==> src/rtl/fp_to_int_fsm.sv <==
// Multi-cycle IEEE-754 single-precision to int32 converter.
// One conversion per start; results appear four edges after the start edge.
module fp_to_int_fsm (
    input  logic        clk,
    input  logic        reset,
    input  logic        start,
    input  logic [31:0] Op_A_in,
    output logic [31:0] data_out,
    output logic [3:0]  status_out,
    output logic        busy,
    output logic        done
);

    typedef enum logic [2:0] {StIdle, StDecode, StShift, StSign, StFinalize} state_e;
    typedef enum logic [1:0] {ClsNormal, ClsSmall, ClsLarge, ClsSpecial} cls_e;

    localparam logic [3:0]  StatExact    = 4'b0001;
    localparam logic [3:0]  StatOverflow = 4'b0010;
    localparam logic [3:0]  StatInexact  = 4'b0100;
    localparam logic [3:0]  StatInvalid  = 4'b1000;
    localparam logic [31:0] IntMax       = 32'h7FFF_FFFF;
    localparam logic [31:0] IntMin       = 32'h8000_0000;

    state_e      state_q, state_d;
    logic        sign_q;
    logic [7:0]  exp_q;
    logic [22:0] mant_q;
    cls_e        cls_q, cls_d;
    logic [54:0] mag_q, mag_d;
    logic        inexact_q, inexact_d;
    logic [31:0] res_q, res_d;
    logic [3:0]  stat_q, stat_d;
    logic [31:0] data_out_q;
    logic [3:0]  status_out_q;
    logic        done_q;

    logic [54:0] base;
    logic [7:0]  lsh, rsh;

    always_ff @(posedge clk) begin
        if (reset) state_q <= StIdle;
        else       state_q <= state_d;
    end

    always_comb begin
        state_d = state_q;
        unique case (state_q)
            StIdle:     if (start) state_d = StDecode;
            StDecode:   state_d = StShift;
            StShift:    state_d = StSign;
            StSign:     state_d = StFinalize;
            StFinalize: state_d = StIdle;
            default:    state_d = StIdle;
        endcase
    end

    always_comb begin
        cls_d = ClsNormal;
        if (exp_q == 8'hFF)        cls_d = ClsSpecial;
        else if (exp_q < 8'd127)   cls_d = ClsSmall;
        else if (exp_q >= 8'd158)  cls_d = ClsLarge;
    end

    // exp 150 means E = 23: the mantissa already sits at the integer point.
    always_comb begin
        base      = {31'd0, 1'b1, mant_q};
        lsh       = exp_q - 8'd150;
        rsh       = 8'd150 - exp_q;
        mag_d     = '0;
        inexact_d = 1'b0;
        if (exp_q >= 8'd150) begin
            mag_d = base << lsh;
        end else begin
            mag_d     = base >> rsh;
            inexact_d = |(base[23:0] & ((24'd1 << rsh) - 24'd1));
        end
    end

    always_comb begin
        res_d  = '0;
        stat_d = StatExact;
        unique case (cls_q)
            ClsSpecial: begin
                res_d  = (mant_q != '0 || sign_q) ? IntMin : IntMax;
                stat_d = StatInvalid;
            end
            ClsSmall: begin
                res_d  = '0;
                stat_d = (exp_q == 8'd0 && mant_q == '0) ? StatExact : StatInexact;
            end
            ClsLarge: begin
                // -2^31 is the only E>=31 value that is representable.
                if (sign_q && exp_q == 8'd158 && mant_q == '0) begin
                    res_d  = IntMin;
                    stat_d = StatExact;
                end else begin
                    res_d  = sign_q ? IntMin : IntMax;
                    stat_d = StatOverflow;
                end
            end
            default: begin
                if (|mag_q[54:31]) begin
                    res_d  = sign_q ? IntMin : IntMax;
                    stat_d = StatOverflow;
                end else begin
                    res_d  = sign_q ? -mag_q[31:0] : mag_q[31:0];
                    stat_d = inexact_q ? StatInexact : StatExact;
                end
            end
        endcase
    end

    always_ff @(posedge clk) begin
        if (reset) begin
            sign_q       <= 1'b0;
            exp_q        <= '0;
            mant_q       <= '0;
            cls_q        <= ClsNormal;
            mag_q        <= '0;
            inexact_q    <= 1'b0;
            res_q        <= '0;
            stat_q       <= '0;
            data_out_q   <= '0;
            status_out_q <= '0;
            done_q       <= 1'b0;
        end else begin
            done_q <= 1'b0;
            case (state_q)
                StIdle: begin
                    if (start) begin
                        sign_q <= Op_A_in[31];
                        exp_q  <= Op_A_in[30:23];
                        mant_q <= Op_A_in[22:0];
                    end
                end
                StDecode: cls_q <= cls_d;
                StShift: begin
                    mag_q     <= mag_d;
                    inexact_q <= inexact_d;
                end
                StSign: begin
                    res_q  <= res_d;
                    stat_q <= stat_d;
                end
                StFinalize: begin
                    data_out_q   <= res_q;
                    status_out_q <= stat_q;
                    done_q       <= 1'b1;
                end
                default: ;
            endcase
        end
    end

    assign data_out   = data_out_q;
    assign status_out = status_out_q;
    assign done       = done_q;
    assign busy       = (state_q != StIdle);

endmodule
==> config.mk <==
export PLATFORM = sky130hd
export DESIGN_NAME = fp_to_int_fsm
export DESIGN_NICKNAME = d
export VERILOG_FILES = /design/src/rtl/fp_to_int_fsm.sv
export SDC_FILE = /design/constraint.sdc
export NUM_CORES = 1
export LEC_CHECK = 0
export BUFFER_PORTS_ARGS = -buffer_cell sky130_fd_sc_hd__buf_2
export CORE_ASPECT_RATIO = 1.75
export CORE_MARGIN = 3
export CORE_UTILIZATION = 48
export CTS_CLUSTER_DIAMETER = 30
export DETAILED_ROUTE_END_ITERATION = 6
export PLACE_DENSITY_LB_ADDON = 0.12
export SLEW_MARGIN = 20
export SYNTH_ARGS = -nofsm -noshare
export SYNTH_HDL_FRONTEND = slang
export SYNTH_SLANG_ARGS = --single-unit
==> constraint.sdc <==
create_clock -name clk -period 9.1 [get_ports clk]
set_clock_uncertainty 0.15 [all_clocks]
set_input_delay 2.73 -clock clk [delete_from_list [all_inputs] [get_ports clk]]
set_output_delay 2.73 -clock clk [all_outputs]
set_load 0.01 [all_outputs]
==> flow_metrics.env, run 1 <==
export IMPL_status="completed"
export IMPL_viasPerCell=6.21
export IMPL_vias=11200
export IMPL_tightest_slew_ps=1070
export IMPL_finalCritPeriodShare_pct=60.4
export IMPL_leakage_uw=0.00432
export IMPL_synthAdderAreaFrac_pct=0.900
export IMPL_avgSynthCellArea_um2=7.29
export IMPL_cts_root_buffer="clkbuf_16"
export IMPL_power_density_mw_per_mm2=187
export IMPL_syn_cell_area_mm2=0.0111
export IMPL_clk_pin_slew_ps=70
export IMPL_grt_ovfl_total=0
export IMPL_antenna_cells=0
export IMPL_place_area_mm2=0.0115
export IMPL_mostFrequentLayoutCells="nand2_1 (241), nor2_1 (190), a21oi_1 (164), dfxtp_1 (164), nor3_1 (79)"
export IMPL_synth_flop_cell="dfxtp_1"
export IMPL_synth_edf_count=0
export IMPL_numClockSinks=166
export IMPL_period_needed_ps=5490
export IMPL_rr_startpoint="exp_q[1]"
export IMPL_antenna_found_initial=0
export IMPL_crit_chain="buf_4 > ha_1 > a21oi_4 > o221ai_1 > and2_1 > or2_0 > or3_1 > ha_1 > a2111oi_0 > or4_1 > a2111oi_2 > nand4_1 > o41ai_2 > a21oi_1"
export IMPL_hold_path_class="reg -> reg"
export IMPL_layout_commonest_cell="nand2_1"
export IMPL_finalSetupTns_ps=0
export IMPL_cts_tree="built"
export IMPL_synth_nets=1568
export IMPL_ys_warn_count=0
export IMPL_hold_violations=0
export IMPL_drtAntennaViolNets=0
export IMPL_initial_core_util_pct=48.9
export IMPL_cp_end_kind="flop"
export IMPL_num_rows=73
export IMPL_die_w_um=121
export IMPL_ys_seq_area_share_pct=29.9
export IMPL_async_flop_share_pct=0
export IMPL_max_freq_mhz=182
export IMPL_synthCells=1525
export IMPL_gp_congestion=1.00
export IMPL_insertion_delay_ps=450
export IMPL_grt_pass1_vias=10900
export IMPL_ys_ff_latch=166
export IMPL_hold_slack_ps=300
export IMPL_dp_hpwl_um=29600
export IMPL_synth_top_family_by_area="compound AO/OA/AOI/OAI gates"
export IMPL_ff2ff_setup_slack_ps=3610
export IMPL_areaGrowthSynthToFinish_pct=9.53
export IMPL_crit_buf_inv=1
export IMPL_worstHoldStart="data_out[18]"
export IMPL_nFillCells=2278
export IMPL_reg2reg_to="inexact_q"
export IMPL_crit_end="inexact_q"
export IMPL_dieHeight_um=207
export IMPL_critPathKind="reg -> reg"
export IMPL_drive_gt1_share_pct=13.0
export IMPL_wl_per_cell_um=21.9
export IMPL_core_mm2=0.0227
export IMPL_slew_headroom_pct=28.3
export IMPL_hold_buffers=0
export IMPL_drt_iter0_drc=812
export IMPL_numCtsBuffers=17
export IMPL_synth_simple_gate_area_share_pct=25.5
export IMPL_rsz0062_at_grt="false"
export IMPL_start_kind="flop"
export IMPL_synth_area_mux_share_pct=10.3
export IMPL_maxCapViolCount=0
export IMPL_arrival_ps=5640
export IMPL_irDropWorstVdd_v=0.000142
export IMPL_critical_path_slowest_cell="or2_0"
export IMPL_crit_required_ps=9250
export IMPL_crit_path_max_fanout=51
export IMPL_finalSetupViolations=0
export IMPL_synth_xor_xnor_area_share_pct=1.90
export IMPL_cp_depth=14
export IMPL_grt_usage_pct=31.6
export IMPL_ff2ff_path_depth=14
export IMPL_critPathMostFrequentCell="ha_1"
export IMPL_slowest_delay_ps=820
export IMPL_stdcell_area_mm2=0.0122
export IMPL_ioPinCount=73
export IMPL_port_buffers=72
export IMPL_postRouteWirelength_um=39700
export IMPL_cp_top_family="simple AND/OR/NAND/NOR gates"
export IMPL_critical_path_startpoint="exp_q[1]"
export IMPL_synth_compound_area_share_pct=25.7
export IMPL_h_tree_depth=4
export IMPL_synth_cell_type_count=80
export IMPL_postCtsSetupBuffers=0
export IMPL_drc=0
export IMPL_die_area_mm2=0.0251
export IMPL_first_pass_iters=5
export IMPL_timing_final_max_slew_violations=0
export IMPL_grt_pass1_wl_um=61900
export IMPL_clockBufferDepth=2
export IMPL_nNetsFinal=1541
export IMPL_grt_max_degree=81
export IMPL_post_cts_resized=0
==> synthesized netlist by cell type (all sizes together) (18+ instances only) <==
master | count | area share, %
mux2i | 54 | 4.9
mux4 | 21 | 4.3
buf | 28 | 1.1
o21ai | 65 | 2.9
nor2 | 191 | 6.5
a21oi | 165 | 7.5
dfxtp | 166 | 30
nor4 | 21 | 1.4
a22o | 18 | 1.4
nand2 | 244 | 8.3
clkbuf | 119 | 4.0
a211oi | 29 | 2.0
o22ai | 43 | 2.4
a22oi | 23 | 1.6
nor3 | 79 | 3.6
==> cell type report <==
type	count	area [um^2]	share of cell area [%]
repair buffers	101	581	4.77
clock buffers	20	447	3.67
well taps	300	375	3.08
inverters	17	63.8	0.524
clock inverters	12	191	1.57
flip-flops and latches	166	3330	27.3
multi-input cells	1195	7190	59.1
==> worst register-to-register path: cells and delay by family, from the launching register on <==
family	cells	cell delay, ps
simple gates	5	2250
flops	1	310
buf+inv	1	470
compound gates	6	1220
fa+ha+maj	2	930
==> logic make-up (layout without fill, tap and decap cells) <==
logic type,Yosys count,count (layout)
buffers and inverters,164,150
AO/OA/AOI/OAI,446,446
AND/OR/NAND/NOR,632,632
multiplexers,87,87
XOR/XNOR,22,22
flip-flops,166,166
adder cells (fa/ha/maj),8,8
==> through the flow <==
stage / total power [uW] / setup slack (ps) / utilization [%] / cells
2_1_floorplan: 1300 / 4570 / - / 1525
6_report: 2280 / 3610 / 53.5 / 1811
3_3_place_gp: 1490 / 3680 / 50.7 / 1779
4_1_cts: 2290 / 3620 / 53.5 / 1811
5_1_grt: 2390 / 3240 / 53.5 / 1811
3_5_place_dp: 1490 / 3670 / 50.7 / 1779
==> where the power goes <==
group | switching [uW] | internal [uW]
clock network | 321 | 472
registers | 70.4 | 759
logic | 423 | 235
total | 814 | 1470
==> layer usage <==
metal | up-vias | part of all wire, % | wire [um] | global-route usage (%)
met3 | 156 | 4.6 | 1840 | 4.72
li1 | 5467 | - | - | -
met1 | 5200 | 36 | 14100 | 33.1
met2 | 421 | 51 | 20300 | 55.4
met4 | 0 | 8.6 | 3420 | 24.8
met5 | - | 0 | 0 | 0
==> flip-flops by register name (all words and copies together), names as in the netlist <==
signal      cells
data_out       32
status_out      4
mag_q          55
mant_q         23
sign_q          1
stat_q          4
inexact_q       1
done            1
cls_q           2
exp_q           8
state_q         3
res_q          32
==> worst min path at each step <==
stage	end	slack (ps)	cells after the start
floorplan	data_out[22]	280	2
global placement	data_out[10]	290	2
detailed placement	data_out[31]	290	2
CTS	data_out[31]	300	2
global route	data_out[31]	320	2
finish	data_out[18]	300	2
Power figures use the tool's default switching activity.
==> run 2, diff against run 1 <==
Settings changed: ABC_AREA set to 1.
Clock period 9.1 ns to 4.85 ns, I/O delays scaled along.
==> run 2 against run 1 <==
Sequential share of layout area decreased by 0.31 points. Flip-flop and latch count unchanged. Critical path type unchanged. Combinational power up 120%. Count of clock-buffer cells in the layout did not move. Maximum frequency up 48%. Setup slack lost 2500 ps. Largest power group unchanged. First-iteration DRC count decreased by 3.7%. Power grew 91%. Register-to-register slack got worse by 2500 ps. Via count is 6.3% higher. Sequential power grew 82%. Design area up 1.1%. Largest cell class unchanged.
==> flow_metrics.env, run 2 <==
export IMPL_crit_chain="ha_1 > o21ai_1 > nand2_1 > nand2_1 > nand2_1 > inv_2 > nand2_1 > inv_1 > o21ai_0 > nand2_1 > o21ai_1 > nand2_1 > o21ai_0 > o21ai_0 > o21ai_0 > nand2_1 > nand3_1 > a21oi_1"
export IMPL_synth_area_leader_cell="dfxtp_1"
export IMPL_postCtsSetupBuffers=0
export IMPL_clockBufferDepth=2
export IMPL_clk_pin_slew_ps=70
export IMPL_syn_cell_area_mm2=0.0112
export IMPL_synth_nets=1826
export IMPL_largest_register_ffs=55
export IMPL_synth_xor_xnor_area_share_pct=1.41
export IMPL_synth_compound_area_share_pct=26.7
export IMPL_initial_core_util_pct=49.0
export IMPL_synthAdderAreaFrac_pct=0.894
export IMPL_drt_iter0_drc=782
export IMPL_die_w_um=121
export IMPL_finalSetupTns_ps=0
export IMPL_rr_startpoint="exp_q[2]"
export IMPL_port_buffers=72
export IMPL_vias=11900
export IMPL_finalSetupViolations=0
export IMPL_drtAntennaViolNets=0
export IMPL_synth_simple_gate_area_share_pct=31.2
export IMPL_post_cts_resized=0
export IMPL_synth_top_family_by_area="simple AND/OR/NAND/NOR gates"
export IMPL_h_tree_depth=4
export IMPL_synth_flop_cell="dfxtp_1"
export IMPL_grt_pass1_vias=11400
export IMPL_avgSynthCellArea_um2=6.28
export IMPL_cp_end_kind="flop"
export IMPL_leakage_uw=0.00516
export IMPL_ff2ff_setup_slack_ps=1140
export IMPL_synthTopCellsByArea="dfxtp_1 (30%), o21ai_0 (12%), nand2_1 (12%)"
export IMPL_synth_area_mux_share_pct=0.984
export IMPL_crit_end="mag_q[51]"
export IMPL_critical_path_slowest_cell="o21ai_0"
export IMPL_synth_edf_count=0
export IMPL_clkPwrFrac_pct=31.6
export IMPL_finalCritPeriodShare_pct=76.5
export IMPL_nFillCells=2422
export IMPL_drc=0
export IMPL_layout_commonest_cell="nand2_1"
export IMPL_num_rows=73
export IMPL_dieHeight_um=208
export IMPL_ys_ff_latch=166
export IMPL_antenna_found_initial=2
export IMPL_ys_seq_area_share_pct=29.7
export IMPL_insertion_delay_ps=460
export IMPL_period_needed_ps=3710
export IMPL_max_freq_mhz=269
export IMPL_dp_hpwl_um=31100
export IMPL_crit_path_max_fanout=12
export IMPL_grt_ovfl_total=0
export IMPL_synth_top_area_share_pct=29.7
export IMPL_tightest_slew_ps=911
export IMPL_nNetsFinal=1834
export IMPL_first_pass_iters=6
export IMPL_numCtsBuffers=17
export IMPL_core_mm2=0.0228
export IMPL_timing_final_max_slew_violations=0
export IMPL_arrival_ps=3880
export IMPL_ff2ff_path_depth=18
export IMPL_grt_max_degree=103
export IMPL_hold_buffers=0
export IMPL_die_area_mm2=0.0253
export IMPL_ys_warn_count=0
export IMPL_start_kind="flop"
export IMPL_drive_gt1_share_pct=12.9
export IMPL_power_switching_uw=1720
export IMPL_synth_common_cells="nand2_1 (361), o21ai_0 (272), nor2_1 (203)"
export IMPL_wl_per_cell_um=18.6
export IMPL_yosysMostFrequentCell="nand2_1"
export IMPL_power_density_mw_per_mm2=353
export IMPL_cts_root_buffer="clkbuf_16"
export IMPL_postRouteWirelength_um=39100
export IMPL_status="completed"
export IMPL_numClockSinks=166
export IMPL_synthCells=1783
export IMPL_cts_tree="built"
export IMPL_hold_path_class="reg -> reg"
export IMPL_slowest_delay_ps=540
export IMPL_gp_congestion=0.991
export IMPL_viasPerCell=5.68
export IMPL_mostFrequentLayoutCells="nand2_1 (361), o21ai_0 (272), nor2_1 (202)"
export IMPL_slew_headroom_pct=38.9
export IMPL_areaGrowthSynthToFinish_pct=9.91
export IMPL_grt_pass1_wl_um=60800
export IMPL_async_flop_share_pct=0
export IMPL_antenna_cells=0
export IMPL_crit_required_ps=5020
export IMPL_irDropWorstVdd_v=0.000221
export IMPL_hold_violations=0
export IMPL_critPathMostFrequentCell="nand2_1"
export IMPL_combPwrFrac_pct=33.8
export IMPL_final_util_pct=53.9
export IMPL_rsz0062_at_grt="false"
export IMPL_critical_path_startpoint="exp_q[2]"
export IMPL_ioPinCount=73
export IMPL_top_register="mag_q"
export IMPL_maxCapViolCount=0
export IMPL_p_int_uw=2630
export IMPL_seqPwrFrac_pct=34.7
export IMPL_switching_share_pct=39.6
export IMPL_grt_usage_pct=31.1
export IMPL_reg2reg_to="mag_q[51]"
export IMPL_critPathKind="reg -> reg"
export IMPL_synth_cell_type_count=55
[run 2: area by class of cell]
cell class / instances / area [um^2] / area share [%]
sequential: 166 / 3320 / 27.0
inverter: 144 / 543 / 4.41
multi-input combinational: 1359 / 6870 / 55.8
timing repair buffer: 103 / 606 / 4.92
tap: 300 / 375 / 3.05
clock buffer: 20 / 447 / 3.63
clock inverter: 12 / 144 / 1.17
[run 2: worst min-delay path by stage]
stage               from         to  slack (ps)  cells after the start
2_1_floorplan  stat_q[3]  stat_q[3]         290                      2
3_3_place_gp   mag_q[44]  mag_q[44]         300                      2
3_5_place_dp   mag_q[44]  mag_q[44]         310                      2
4_1_cts        mag_q[44]  mag_q[44]         320                      2
5_1_grt        mag_q[40]  mag_q[40]         330                      2
6_report       mag_q[40]  mag_q[40]         320                      2
[run 2: routing by layer]
layer | wire length [um] | up-vias | track usage (%)
li1 | - | 6025 | -
met1 | 13200 | 5355 | 28.4
met2 | 20200 | 403 | 56.4
met3 | 1510 | 164 | 5.28
met4 | 4170 | 0 | 28.5
met5 | 0 | - | 0
[run 2: through the flow]
step	worst slack (ps)	hold WS [ps]	instances	area, um^2	power (uW)
finish	1140	316	2104	12300	4350
detailed placement	1220	305	2072	11700	2960
floorplan	1680	292	1783	11200	2540
global placement	1240	302	2072	11700	2960
CTS	1190	315	2104	12300	4330
global route	875	332	2104	12300	4570
[run 2: cell families (layout without fill, tap and decap cells)]
group / count (synthesis) / after routing
AND/OR/NAND/NOR: 780 / 780
multiplexers: 11 / 11
flip-flops: 166 / 166
AO/OA/AOI/OAI: 542 / 542
adder cells (fa/ha/maj): 8 / 8
XOR/XNOR: 18 / 18
buffers and inverters: 258 / 279
[run 2: worst max-delay path: cells and delay by family, from the launching register on]
family,cells,cell delay (ps)
AOI/OAI and AO/OA,7,1470
and+or+nand+nor,8,900
DFF,1,530
adders and majority gates,1,310
buffers and inverters,2,230
[run 2: power by group through the flow]
stage | sequential [uW] | clock, uW | combinational [uW]
after floorplan | 1500 | 0 | 1050
after global placement | 1530 | 0 | 1430
final | 1510 | 1370 | 1470
after detailed placement | 1530 | 0 | 1430
after global routing | 1510 | 1450 | 1620
after CTS | 1500 | 1400 | 1440
==> run 3, diff against run 2 <==
Clock period 4.85 ns to 3.4 ns, I/O delays scaled along.
==> run 3 against run 2 <==
Count of clock-buffer cells in the layout down 2. Sequential share of layout area down 1.2 points. Sequential power grew 42%. Utilization is 2.5 points higher. Final cell count grew 3.4%. Critical path depth down 1. Routed wire length up 5.8%. Critical endpoint is now inexact_q. Highest routed layer unchanged.
==> flow_metrics.env, run 3 (same netlist as run 2, synthesis figures left out) <==
export IMPL_drt_iter0_drc=821
export IMPL_power_uw=6360
export IMPL_drc=0
export IMPL_top_register="mag_q"
export IMPL_largest_register_ffs=55
export IMPL_critPathKind="reg -> reg"
export IMPL_rsz0062_at_grt="true"
export IMPL_die_w_um=121
export IMPL_finalSetupViolations=0
export IMPL_ioPinCount=73
export IMPL_antenna_found_initial=0
export IMPL_port_buffers=72
export IMPL_nNetsFinal=1906
export IMPL_period_needed_ps=3280
export IMPL_reg2reg_to="inexact_q"
export IMPL_core_mm2=0.0228
export IMPL_clk_pin_slew_ps=70
export IMPL_nFillCells=2443
export IMPL_arrival_ps=3450
export IMPL_grt_ovfl_total=0
export IMPL_leakage_uw=0.00552
export IMPL_finalCritPeriodShare_pct=96.4
export IMPL_worstHoldStart="mag_q[38]"
export IMPL_hold_buffers=0
export IMPL_grt_usage_pct=32.5
export IMPL_viasPerCell=5.68
export IMPL_maxCapViolCount=0
export IMPL_holdPathStages=2
export IMPL_slew_headroom_pct=35.4
export IMPL_tightest_slew_ps=957
export IMPL_timing_final_max_slew_violations=0
export IMPL_grt_pass1_vias=11700
export IMPL_cp_end_kind="flop"
export IMPL_vias=12400
export IMPL_cts_tree="built"
export IMPL_numCtsBuffers=17
export IMPL_min_delay_worst_endpoint="mag_q[38]"
export IMPL_cts_root_buffer="clkbuf_16"
export IMPL_crit_required_ps=3570
export IMPL_rr_startpoint="exp_q[1]"
export IMPL_ff2ff_setup_slack_ps=120
export IMPL_mostFrequentLayoutCells="nand2_1 (361), o21ai_0 (262), nor2_1 (199)"
export IMPL_pre_cts_ws_ps=39.9
export IMPL_layout_commonest_cell="nand2_1"
export IMPL_areaGrowthSynthToFinish_pct=15.1
export IMPL_hold_violations=0
export IMPL_ff2ff_path_depth=17
export IMPL_numClockSinks=166
export IMPL_dieHeight_um=208
export IMPL_grt_pass1_wl_um=62900
export IMPL_hold_path_class="reg -> reg"
export IMPL_clockBufferDepth=2
export IMPL_antenna_cells=0
export IMPL_status="completed"
export IMPL_irDropWorstVdd_v=0.000356
export IMPL_initial_core_util_pct=49.0
export IMPL_drive_gt1_share_pct=16.5
export IMPL_drtAntennaViolNets=0
export IMPL_crit_path_max_fanout=22
export IMPL_h_tree_depth=4
export IMPL_grt_max_degree=46
export IMPL_num_rows=73
export IMPL_postRouteWirelength_um=41400
export IMPL_regArea_mm2=0.00332
export IMPL_insertion_delay_ps=460
export IMPL_die_area_mm2=0.0253
export IMPL_power_density_mw_per_mm2=494
export IMPL_wl_per_cell_um=19.0
export IMPL_start_kind="flop"
export IMPL_placed_cells=2144
export IMPL_max_freq_mhz=305
export IMPL_dp_hpwl_um=33600
export IMPL_setup_slack_ps=122
export IMPL_gp_congestion=1.02
export IMPL_finalSetupTns_ps=0
export IMPL_fin_cells=2176
export IMPL_multiInputGateArea_mm2=0.00690
export IMPL_first_pass_iters=7
[run 3: changes by cell type in the layout (fill, tap and decap cells not counted), moves of 2 or more]
cell / before / now
o21ai_1: 21 / 31
nor2_1: 202 / 199
nor2_4: 7 / 10
o21ai_0: 272 / 262
inv_8: 1 / 3
buf_4: 30 / 100
buf_12: 1 / 3
[run 3: stage by stage]
stage / util (%) / hold WS [ps] / area [um^2]
6_report: 56.4 / 316 / 12900
2_1_floorplan: - / 292 / 11200
3_3_place_gp: 53.8 / 301 / 12300
5_1_grt: 56.4 / 335 / 12900
4_1_cts: 56.3 / 315 / 12800
3_5_place_dp: 53.8 / 305 / 12300
[run 3: worst max-delay path, stage by stage, from the launching register on]
cell and delay [ps]:
dfxtp_1 380, buf_4 260, inv_1 100, ha_1 480, inv_1 180, buf_4 240, o2111ai_1 340, nand2_1 90
inv_1 100, nand4_1 100, nand3_1 190, nand2_1 100, nor2_1 90, nand2_1 70, nor2_1 90, nand2_1 70
nand2_1 60, a21oi_1 50
[run 3: power breakdown]
group,switching (uW),internal (uW)
logic,1560,746
registers,103,2030
clock network,886,1030
[run 3: final cells by class]
class	instances	area share, %
well taps	300	2.91
multi-input cells	1359	53.5
clock inverters	14	1.10
clock buffers	18	3.33
flip-flops and latches	166	25.8
repair buffers	175	9.09
inverters	144	4.22
[run 3: worst max path at each step]
stage / startpoint / end / slack (ps) / depth (start not counted)
floorplan: exp_q[1] / mag_q[17] / 230 / 14
global placement: exp_q[1] / mag_q[20] / 100 / 16
detailed placement: exp_q[1] / mag_q[20] / 40 / 15
CTS: exp_q[1] / mag_q[20] / 10 / 15
global route: exp_q[0] / inexact_q / -110 / 24
finish: exp_q[1] / inexact_q / 120 / 17
[run 3: layer usage]
| metal | GRT usage (%) | up-vias | part of all wire, % |
|---|---|---|---|
| met5 | 0 | - | 0 |
| met4 | 27.1 | 0 | 10 |
| met3 | 4.65 | 149 | 3.6 |
| met2 | 61.6 | 416 | 54 |
| met1 | 29.3 | 5616 | 33 |
| li1 | - | 6182 | - |
[run 3: repair_timing]
item                                    in CTS  in global routing
buffers inserted                             0                  0
gates resized for setup                      0                 18
endpoints found under the setup margin       0                 25
